--- src/rtl/matmul_apb_initiator.sv ---
// APB initiator for the matmul accelerator slave port.
// Takes single-beat commands from a valid/ready channel, runs one APB
// SETUP/ACCESS transfer per command and returns the result on a
// valid/ready response channel. An ACCESS phase that never sees pready
// is aborted after TIMEOUT_CYC cycles (0 = wait forever).
module matmul_apb_initiator #(
   parameter int BUS_WIDTH   = 32,
   parameter int ADDR_WIDTH  = 16,
   parameter int MAX_DIM     = 4,
   parameter int TIMEOUT_CYC = 256
) (
   input  logic                  clk,
   input  logic                  rst,
   input  logic                  cmd_valid_i,
   output logic                  cmd_ready_o,
   input  logic                  cmd_write_i,
   input  logic [ADDR_WIDTH-1:0] cmd_addr_i,
   input  logic [BUS_WIDTH-1:0]  cmd_wdata_i,
   input  logic [MAX_DIM-1:0]    cmd_strb_i,
   output logic                  rsp_valid_o,
   input  logic                  rsp_ready_i,
   output logic [BUS_WIDTH-1:0]  rsp_rdata_o,
   output logic                  rsp_err_o,
   output logic                  rsp_timeout_o,
   output logic                  busy_o,
   output logic                  psel,
   output logic                  penable,
   output logic                  pwrite,
   output logic [ADDR_WIDTH-1:0] paddr,
   output logic [BUS_WIDTH-1:0]  pwdata,
   output logic [MAX_DIM-1:0]    pstrb,
   input  logic                  pready,
   input  logic                  pslverr,
   input  logic [BUS_WIDTH-1:0]  prdata
);

   // The counter only has to reach TIMEOUT_CYC-1: the abort happens on the
   // ACCESS cycle where it already holds that value and pready is still low.
   localparam int CNT_W = (TIMEOUT_CYC > 1) ? $clog2(TIMEOUT_CYC) : 1;
   localparam logic [CNT_W-1:0] CNT_LAST = CNT_W'((TIMEOUT_CYC > 0) ? TIMEOUT_CYC - 1 : 0);
   localparam bit TIMEOUT_EN = (TIMEOUT_CYC > 0);

   typedef enum logic [1:0] {
      ST_IDLE,
      ST_SETUP,
      ST_ACCESS,
      ST_RESP
   } state_t;

   state_t                  state_q,   state_d;
   logic [CNT_W-1:0]        cnt_q,     cnt_d;
   logic [ADDR_WIDTH-1:0]   paddr_q,   paddr_d;
   logic                    pwrite_q,  pwrite_d;
   logic [BUS_WIDTH-1:0]    pwdata_q,  pwdata_d;
   logic [MAX_DIM-1:0]      pstrb_q,   pstrb_d;
   logic [BUS_WIDTH-1:0]    rdata_q,   rdata_d;
   logic                    err_q,     err_d;
   logic                    timeout_q, timeout_d;

   // Next-state and datapath update: every register holds unless its state acts on it.
   always_comb begin
      state_d   = state_q;
      cnt_d     = cnt_q;
      paddr_d   = paddr_q;
      pwrite_d  = pwrite_q;
      pwdata_d  = pwdata_q;
      pstrb_d   = pstrb_q;
      rdata_d   = rdata_q;
      err_d     = err_q;
      timeout_d = timeout_q;

      unique case (state_q)
         ST_IDLE: begin
            if (cmd_valid_i) begin
               paddr_d  = cmd_addr_i;
               pwrite_d = cmd_write_i;
               pwdata_d = cmd_wdata_i;
               pstrb_d  = cmd_write_i ? cmd_strb_i : '0;
               cnt_d    = '0;
               state_d  = ST_SETUP;
            end
         end
         ST_SETUP: begin
            state_d = ST_ACCESS;
         end
         ST_ACCESS: begin
            if (pready) begin
               rdata_d   = pwrite_q ? '0 : prdata;
               err_d     = pslverr;
               timeout_d = 1'b0;
               state_d   = ST_RESP;
            end else if (TIMEOUT_EN && (cnt_q == CNT_LAST)) begin
               rdata_d   = '0;
               err_d     = 1'b1;
               timeout_d = 1'b1;
               state_d   = ST_RESP;
            end else begin
               cnt_d = cnt_q + CNT_W'(1);
            end
         end
         ST_RESP: begin
            if (rsp_ready_i) begin
               state_d = ST_IDLE;
            end
         end
         default: begin
            state_d = ST_IDLE;
         end
      endcase
   end

   // State and datapath registers; reset returns the bus to idle and drops any pending response.
   always_ff @(posedge clk) begin
      if (rst) begin
         state_q   <= ST_IDLE;
         cnt_q     <= '0;
         paddr_q   <= '0;
         pwrite_q  <= 1'b0;
         pwdata_q  <= '0;
         pstrb_q   <= '0;
         rdata_q   <= '0;
         err_q     <= 1'b0;
         timeout_q <= 1'b0;
      end else begin
         state_q   <= state_d;
         cnt_q     <= cnt_d;
         paddr_q   <= paddr_d;
         pwrite_q  <= pwrite_d;
         pwdata_q  <= pwdata_d;
         pstrb_q   <= pstrb_d;
         rdata_q   <= rdata_d;
         err_q     <= err_d;
         timeout_q <= timeout_d;
      end
   end

   // Bus controls decode straight from the state register; cmd_ready is held low while reset is asserted.
   always_comb begin
      psel          = (state_q == ST_SETUP) || (state_q == ST_ACCESS);
      penable       = (state_q == ST_ACCESS);
      cmd_ready_o   = (state_q == ST_IDLE) && !rst;
      rsp_valid_o   = (state_q == ST_RESP);
      busy_o        = (state_q != ST_IDLE);
      pwrite        = pwrite_q;
      paddr         = paddr_q;
      pwdata        = pwdata_q;
      pstrb         = pstrb_q;
      rsp_rdata_o   = rdata_q;
      rsp_err_o     = err_q;
      rsp_timeout_o = timeout_q;
   end

endmodule

--- config.mk ---
export PLATFORM = sky130hd
export DESIGN_NAME = matmul_apb_initiator
export DESIGN_NICKNAME = d
export VERILOG_FILES = /design/src/rtl/matmul_apb_initiator.sv
export SDC_FILE = /design/constraint.sdc
export NUM_CORES = 1
export LEC_CHECK = 0
export ABC_AREA = 0
export CAP_MARGIN = 10
export CORE_MARGIN = 5
export CORE_UTILIZATION = 41
export CTS_BUF_LIST = sky130_fd_sc_hd__clkbuf_8
export DETAILED_ROUTE_END_ITERATION = 16
export PLACE_DENSITY = 0.85
export SLEW_MARGIN = 20
export SYNTH_ARGS = -nofsm -noshare
export SYNTH_HDL_FRONTEND = slang
export SYNTH_SLANG_ARGS = --single-unit
--- constraint.sdc ---
create_clock -name clk -period 2.3 [get_ports clk]
set_input_delay 0.23 -clock clk [delete_from_list [all_inputs] [get_ports clk]]
set_output_delay 0.23 -clock clk [all_outputs]
set_load 0.01 [all_outputs]
==> summary.txt, run 1 <==
Worst setup path
  • Number of buffers and inverters on the critical path: 3
  • Crit-path cells: inv_1, ha_1, inv_1, nor2_1, clkdlybuf4s50_1
  • Crit. Startpoint: state_q[0]$_SDFFE_PP0P_
  • Cells on worst reg2reg path: 6
  • WP data required: 2.07 ns
  • Slowest stage cell, crit path: sky130_fd_sc_hd__clkdlybuf4s50_1
  • Reg-to-reg critical path startpoint: state_q[1]$_SDFFE_PP0P_
  • Most Frequent Cell on Critical Path: sky130_fd_sc_hd__inv_1
  • Largest stage delay on the critical path: 0.55 ns
  • Kind of end point of the critical path: output pin
  • Dominant delay contributor by cell family on the critical path: buffers and inverters
  • Startpoint Class: flop
  • Type of the worst setup path: reg -> out
  • Worst path depth: 5
  • Critical-path maximum fanout: 7
  • Data arrival time at the worst-slack endpoint: roughly 1.9 ns

Min path
  • Hold Crit Class: in -> reg
  • Hold Path Origin: rst
  • WHS Path Cells: 2

Global routing
  • Total gr overflow: 0
  • Vias in the first global route: approximately 3400
  • Met3 usage: 6.08%
  • Wire length of the first global-routing pass: 16.6 mm
  • Global-route track usage on met1: 21.6%
  • Initial antenna violation count: 0
  • Gr usage total: 18.1%
  • Met2 routing resource usage after global routing: 30.8%
  • Global route hottest layer: met2
  • Pin count of the biggest net entering global routing: 68

Detailed routing
  • Remaining DRCs: 0
  • Number of design-rule violations left by the first detailed-router iteration: 138
  • Total iterations of the first detailed-routing run: 5
  • Vias after detailed routing: 3559
  • WL per Instance: 14.9 um
  • DRT antenna net count: 0
  • Total wire length after detailed routing: between 10 and 15 mm
  • Vias per std cell: slightly above 5

Logic synthesis
  • Commonest cells in the netlist: sky130_fd_sc_hd__nand2_1, sky130_fd_sc_hd__dfxtp_1, sky130_fd_sc_hd__a21oi_1
  • Leading area contributor after synthesis: sky130_fd_sc_hd__dfxtp_1
  • Post-synth net total: 518
  • Share of the synthesized area in the top cell type: 53.3%
  • Post-synthesis sequential area ratio: 53.3%
  • Distinct cell type count of the synthesized netlist: 35
  • Count of flip-flops with a built-in enable after synthesis: 0
  • Primary FF master, synth: sky130_fd_sc_hd__dfxtp_1
  • Seq cells post-synth: 97
  • Post-synthesis instance total: between 400 and 500
  • Warnings, synthesis: 0
  • Fraction of synthesis flops using an asynchronous set or reset pin: 0%
  • Ranking of synthesized cells by area: sky130_fd_sc_hd__dfxtp_1, sky130_fd_sc_hd__nand2_1, sky130_fd_sc_hd__a21oi_1, sky130_fd_sc_hd__a22o_1, sky130_fd_sc_hd__nand2b_1
  • Post-Synthesis Mean Instance Area: around 8.6 sq um
  • Most common cell in the netlist: sky130_fd_sc_hd__nand2_1
  • Syn Std Cell Area: about 3600 sq um

Power
  • Pwr dens: roughly 810 nW/um^2
  • Cell leakage power: 2.06 nW
  • VDD IR max: slightly above 0.6 mV

Floorplanning
  • I/O Pins: 183
  • Die X: 104 um
  • Effective utilization at floorplan: 42.0%
  • Placeable core region: 8680 sq um
  • Row count: 34
  • Die height: 104 um
  • Full die area: 10900 sq um

Clock tree
  • CTS clock-pin slew for the worst setup and hold paths: 0.09 ns
  • Number of instances resized during post-cts repair: 0
  • Clock root buffer: sky130_fd_sc_hd__clkbuf_8
  • Worst skew pair latency: 0.35 ns
  • H-tree depth: 3
  • Number of CTS-inserted buffers: 9
  • Post-CTS Repair Setup Buffers: 0
  • Clk sinks: 97
  • CTS tree: yes
  • Max Buffers Root-to-Sink: 2
  • CTS Hold Buffers Added: 0

Final layout
  • Number of fill cells in the layout: 738
  • Number of inserted diodes: 0
  • Final net count: 689
  • Cell Count, Final, Fillers Out: about 710
  • Share of cells above drive strength 1: 5.18%
  • Post-synthesis to final-layout area growth: 57.9%
  • Final instance area: 5750 sq um
  • Post-layout util: 66.3%

Timing
  • Maximum clock skew at final layout: 0.00953 ns
  • Post-route worst setup slack: just over 0.2 ns
  • Slew @ Worst Pin: slightly below 0.9 ns
  • Remaining max-slew budget at the tightest pin: slightly above 40%
  • Number of hold violations in the final report: 0
  • Time the worst path needs with I/O delays and setup: 2.09 ns
  • Number of max-slew violations in the final report: 0
  • Count of final setup violators: 0
  • Share of the cycle needed by the critical path after routing: 91.0%
  • Setup repair after global routing missed its margin: false
  • Total negative slack: 0 ns
  • Peak Freq: ~480 MHz

Place
  • Pre-CTS WS: 0.253 ns
  • Post-place instance area: 5560 sq um
  • Hpwl dp: 7.49 mm
  • Input/output buffers: roughly 180
  • Placed Cells incl. Taps: 690
  • Placer's final routability congestion estimate: between 0.7 and 0.8

Run
  • Max-cap check violation count: 0

Outcome
  • Run status: finished clean
[registers in the layout, indices dropped and copies added (netlist names)]
| register | cells |
|---|---|
| cnt_q | 8 |
| rsp_timeout_o | 1 |
| pwrite | 1 |
| paddr | 16 |
| rsp_err_o | 1 |
| rsp_rdata_o | 32 |
| state_q | 2 |
| pwdata | 32 |
| pstrb | 4 |
[worst register-to-register path, delay by kind of cell, from the launching register on]
kind | cells | cell delay, ns
simple gates | 1 | 0.21
fa+ha+maj | 1 | 0.27
compound gates | 3 | 0.99
flops | 1 | 0.39
buf+inv | 1 | 0.09
[stage by stage]
stage          total power, mW  hold WS [ns]
5_1_grt                   4.92         0.373
3_5_place_dp              3.60         0.444
3_3_place_gp              3.56         0.439
6_report                  4.64         0.351
2_1_floorplan             2.79         0.363
4_1_cts                   4.69         0.331
[power breakdown]
part	internal, mW	switching (mW)	leakage, nW
registers	1.89	0.115	0.790
clock network	0.503	0.579	0.0989
logic	0.772	0.779	1.17
total	3.16	1.47	2.06
[routing by layer]
| layer | vias up | part of all wire [%] |
|---|---|---|
| li1 | 1786 | - |
| met1 | 1633 | 43 |
| met2 | 125 | 49 |
| met3 | 15 | 6.6 |
| met4 | 0 | 1.7 |
| met5 | - | 0 |
[area by class of cell]
class | count | area, sq um | area share [%]
Clock buffer | 9 | 124 | 2.15
Clock inverter | 7 | 70.1 | 1.22
Inverter | 6 | 22.5 | 0.391
Multi-Input combinational cell | 290 | 1570 | 27.2
Sequential cell | 97 | 1940 | 33.8
Tap cell | 108 | 135 | 2.35
Timing Repair Buffer | 189 | 1890 | 32.9
[placed cells by master, fill, tap and decap left out, types with 2 or more instances in the layout]
cell type,n
sky130_fd_sc_hd__a211oi_1,3
sky130_fd_sc_hd__a21oi_1,61
sky130_fd_sc_hd__a22o_1,18
sky130_fd_sc_hd__a311oi_1,4
sky130_fd_sc_hd__buf_12,2
sky130_fd_sc_hd__buf_4,5
sky130_fd_sc_hd__clkbuf_8,9
sky130_fd_sc_hd__clkdlybuf4s50_1,181
sky130_fd_sc_hd__clkinvlp_4,2
sky130_fd_sc_hd__dfxtp_1,97
sky130_fd_sc_hd__ha_1,5
sky130_fd_sc_hd__inv_1,8
sky130_fd_sc_hd__inv_6,2
sky130_fd_sc_hd__mux2i_1,2
sky130_fd_sc_hd__nand2_1,109
sky130_fd_sc_hd__nand2b_1,19
sky130_fd_sc_hd__nand3_1,7
sky130_fd_sc_hd__nand4_1,14
sky130_fd_sc_hd__nor2_1,7
sky130_fd_sc_hd__nor3_1,3
sky130_fd_sc_hd__o21ai_0,20
sky130_fd_sc_hd__o31a_1,2
[worst paths after layout]
path | to | slack (ns)
max | cmd_ready_o | 0.21
min | rsp_err_o$_SDFFE_PP0P_ | 0.35
max reg2reg | cnt_q[3]$_SDFFE_PP0P_ | 0.24
min reg2reg | pstrb[0]$_SDFFE_PP0P_ | 0.45
[cells by family after synthesis]
kind of cell               synth area share [%]
AOI/OAI and AO/OA                          19.9
adders and majority gates                  1.72
buffers and inverters                      3.85
DFF                                        53.3
muxes                                     0.549
and+or+nand+nor                            20.7
(Power assumes the default switching activity.)
==> run 2: changes to the inputs <==
- PLACE_DENSITY: 0.85 -> 0.93
==> run 2 against run 1 <==
Effect of this change: count of clock-buffer cells in the layout unchanged; cell count grew 0.28%; flip-flop and latch count unchanged; clock skew increased by 0.0011 ns; combinational power is essentially flat; largest power group unchanged.
==> summary.txt, run 2 (same netlist as run 1, synthesis figures left out) <==
Detailed routing
  • Length of routed wiring on met1: 4.29 mm (-4.6%)
  • Number of design-rule violations left by the first detailed-router iteration: 144 (+4.3%)
  • Total iterations of the first detailed-routing run: 4 (-1)
  • Vias after detailed routing: 3608 (+1.4%)
  • Remaining DRCs: 0 (unchanged)
  • DRT antenna net count: 0 (unchanged)
  • WL per Instance: 15.2 um (+2.3%)
  • Met2 Wirelength: 5.36 mm (+4.6%)
  • Highest routing layer actually used: met4
  • Met3 WL: 758 um (+8.8%)
  • Vias per std cell: 5.10 (+1.1%)
  • Total wire length after detailed routing: 10.8 mm (+2.6%)

Final layout
  • Number of inserted diodes: 0 (unchanged)
  • Post-layout util: 66.4% (+0.072 points)
  • Commonest cells after routing, fill and taps aside: sky130_fd_sc_hd__clkdlybuf4s50_1, sky130_fd_sc_hd__nand2_1, sky130_fd_sc_hd__dfxtp_1, sky130_fd_sc_hd__a21oi_1, sky130_fd_sc_hd__o21ai_0
  • Final net count: 692 (+0.44%)
  • Leading cell type in the layout, fill and taps excluded: sky130_fd_sc_hd__clkdlybuf4s50_1
  • Share of cells above drive strength 1: 5.83% (+0.65 points)
  • Post-synthesis to final-layout area growth: 58.1%

Floorplanning
  • Die height: 104 um (unchanged)
  • Full die area: 10900 sq um (unchanged)
  • Effective utilization at floorplan: 42.0% (unchanged)
  • I/O Pins: 183 (unchanged)
  • Row count: 34 (unchanged)
  • Placeable core region: 8680 sq um (unchanged)
  • Die X: 104 um (unchanged)

Clock tree
  • CTS clock-pin slew for the worst setup and hold paths: 0.10 ns (about the same)
  • Post-CTS Repair Setup Buffers: 0 (unchanged)
  • Max Buffers Root-to-Sink: 2 (unchanged)
  • CTS tree: yes
  • H-tree depth: 3 (unchanged)
  • Worst skew pair latency: 0.35 ns (about the same)
  • Number of CTS-inserted buffers: 9 (unchanged)
  • Clk sinks: 97 (unchanged)
  • Clock root buffer: sky130_fd_sc_hd__clkbuf_8
  • CTS Hold Buffers Added: 0 (unchanged)
  • Number of instances resized during post-cts repair: 0 (unchanged)

Worst setup path
  • Setup slack of the worst register-to-register path: 0.24 ns (about the same)
  • Data arrival time at the worst-slack endpoint: 1.84 ns (-0.02 ns)
  • Startpoint Class: flop
  • Type of the worst setup path: reg -> out
  • Critical-path maximum fanout: 7 (unchanged)
  • Kind of end point of the critical path: output pin
  • WP data required: 2.07 ns (about the same)

Global routing
  • Vias in the first global route: 3643 (+6.3%)
  • Pin count of the biggest net entering global routing: 54 (-21%)
  • Initial antenna violation count: 0 (unchanged)
  • Total gr overflow: 0 (unchanged)
  • Gr usage total: 19.3% (+1.3 points)
  • Wire length of the first global-routing pass: 17.9 mm (+7.3%)

Timing
  • Slew @ Worst Pin: 0.818 ns (-0.0649 ns)
  • Count of final setup violators: 0 (unchanged)
  • Remaining max-slew budget at the tightest pin: 45.2% (+4.3 points)
  • Peak Freq: 482 MHz (+0.99%)
  • Number of max-slew violations in the final report: 0 (unchanged)
  • Time the worst path needs with I/O delays and setup: 2.07 ns (-0.0206 ns)
  • Number of hold violations in the final report: 0 (unchanged)
  • Share of the cycle needed by the critical path after routing: 90.1% (-0.89 points)
  • Maximum clock skew at final layout: 0.0106 ns (+0.00106 ns)
  • Total negative slack: 0 ns (unchanged)
  • Setup repair after global routing missed its margin: false

Run
  • Max-cap check violation count: 0 (unchanged)

Place
  • Placer's final routability congestion estimate: 0.784 (+3.9%)
  • Input/output buffers: 182 (unchanged)
  • Hpwl dp: 7.95 mm (+6.2%)

Power
  • Pwr dens: 808 nW/um^2 (+0.30%)
  • Cell leakage power: 2.07 nW (+0.54%)
  • VDD IR max: 0.644 mV (+4.4%)

Min path
  • Hold Crit Class: in -> reg

Outcome
  • Run status: finished clean
==> run 2: cell count changes in the layout (fill, tap and decap cells not counted) <==
| cell | previous run | this run |
|---|---|---|
| sky130_fd_sc_hd__buf_4 | 5 | 9 |
| sky130_fd_sc_hd__clkinv_2 | 0 | 2 |
| sky130_fd_sc_hd__clkinvlp_4 | 2 | 0 |
| sky130_fd_sc_hd__inv_1 | 8 | 6 |
| sky130_fd_sc_hd__buf_12 | 2 | 1 |
| sky130_fd_sc_hd__clkinv_4 | 0 | 1 |
==> run 2: area by class of cell <==
| cell class | count | area, sq um |
|---|---|---|
| Tap cell | 108 | 135 |
| Multi-Input combinational cell | 290 | 1570 |
| Fill cell | 694 | 2920 |
| Inverter | 6 | 22.5 |
| Sequential cell | 97 | 1940 |
| Timing Repair Buffer | 192 | 1900 |
| Clock inverter | 6 | 66.3 |
| Clock buffer | 9 | 124 |
==> run 2: worst max-delay path: stages, from the launching register on <==
cell and delay (ns):
sky130_fd_sc_hd__dfxtp_1 0.33, sky130_fd_sc_hd__inv_1 0.12, sky130_fd_sc_hd__ha_1 0.29, sky130_fd_sc_hd__inv_1 0.08, sky130_fd_sc_hd__nor2_1 0.12, sky130_fd_sc_hd__clkdlybuf4s50_1 0.55
==> run 2: path summary, 6_finish.rpt <==
check | from | end | cells after the start
min | rst | rsp_rdata_o[10]$_SDFFE_PP0P_ | 3
max | state_q[0]$_SDFFE_PP0P_ | cmd_ready_o | 5
max reg2reg | state_q[1]$_SDFFE_PP0P_ | cnt_q[3]$_SDFFE_PP0P_ | 6
min reg2reg | pstrb[3]$_SDFFE_PP0P_ | pstrb[3]$_SDFFE_PP0P_ | 2
==> run 2: routing by layer <==
layer	vias up	track usage (%)
met1	1641	22.1
met2	138	32.9
met3	35	6.83
met4	0	7.40
met5	-	0
li1	1794	-
==> run 2: through the flow <==
step                instances  total power, mW  area, sq um  setup WS [ns]  hold WS, ns
finish                    708             4.65         5760          0.227        0.407
global route              708             4.95         5760         0.0783        0.395
CTS                       708             4.70         5760          0.214        0.392
detailed placement        693             3.61         5570          0.284        0.445
global placement          693             3.56         5570          0.416        0.438
floorplan                 422             2.79         3640          0.573        0.363
==> run 2: power by group <==
group / switching, mW / internal (mW) / total, mW
clock: 0.591 / 0.504 / 1.09
combinational: 0.779 / 0.780 / 1.56
sequential: 0.113 / 1.89 / 2.00
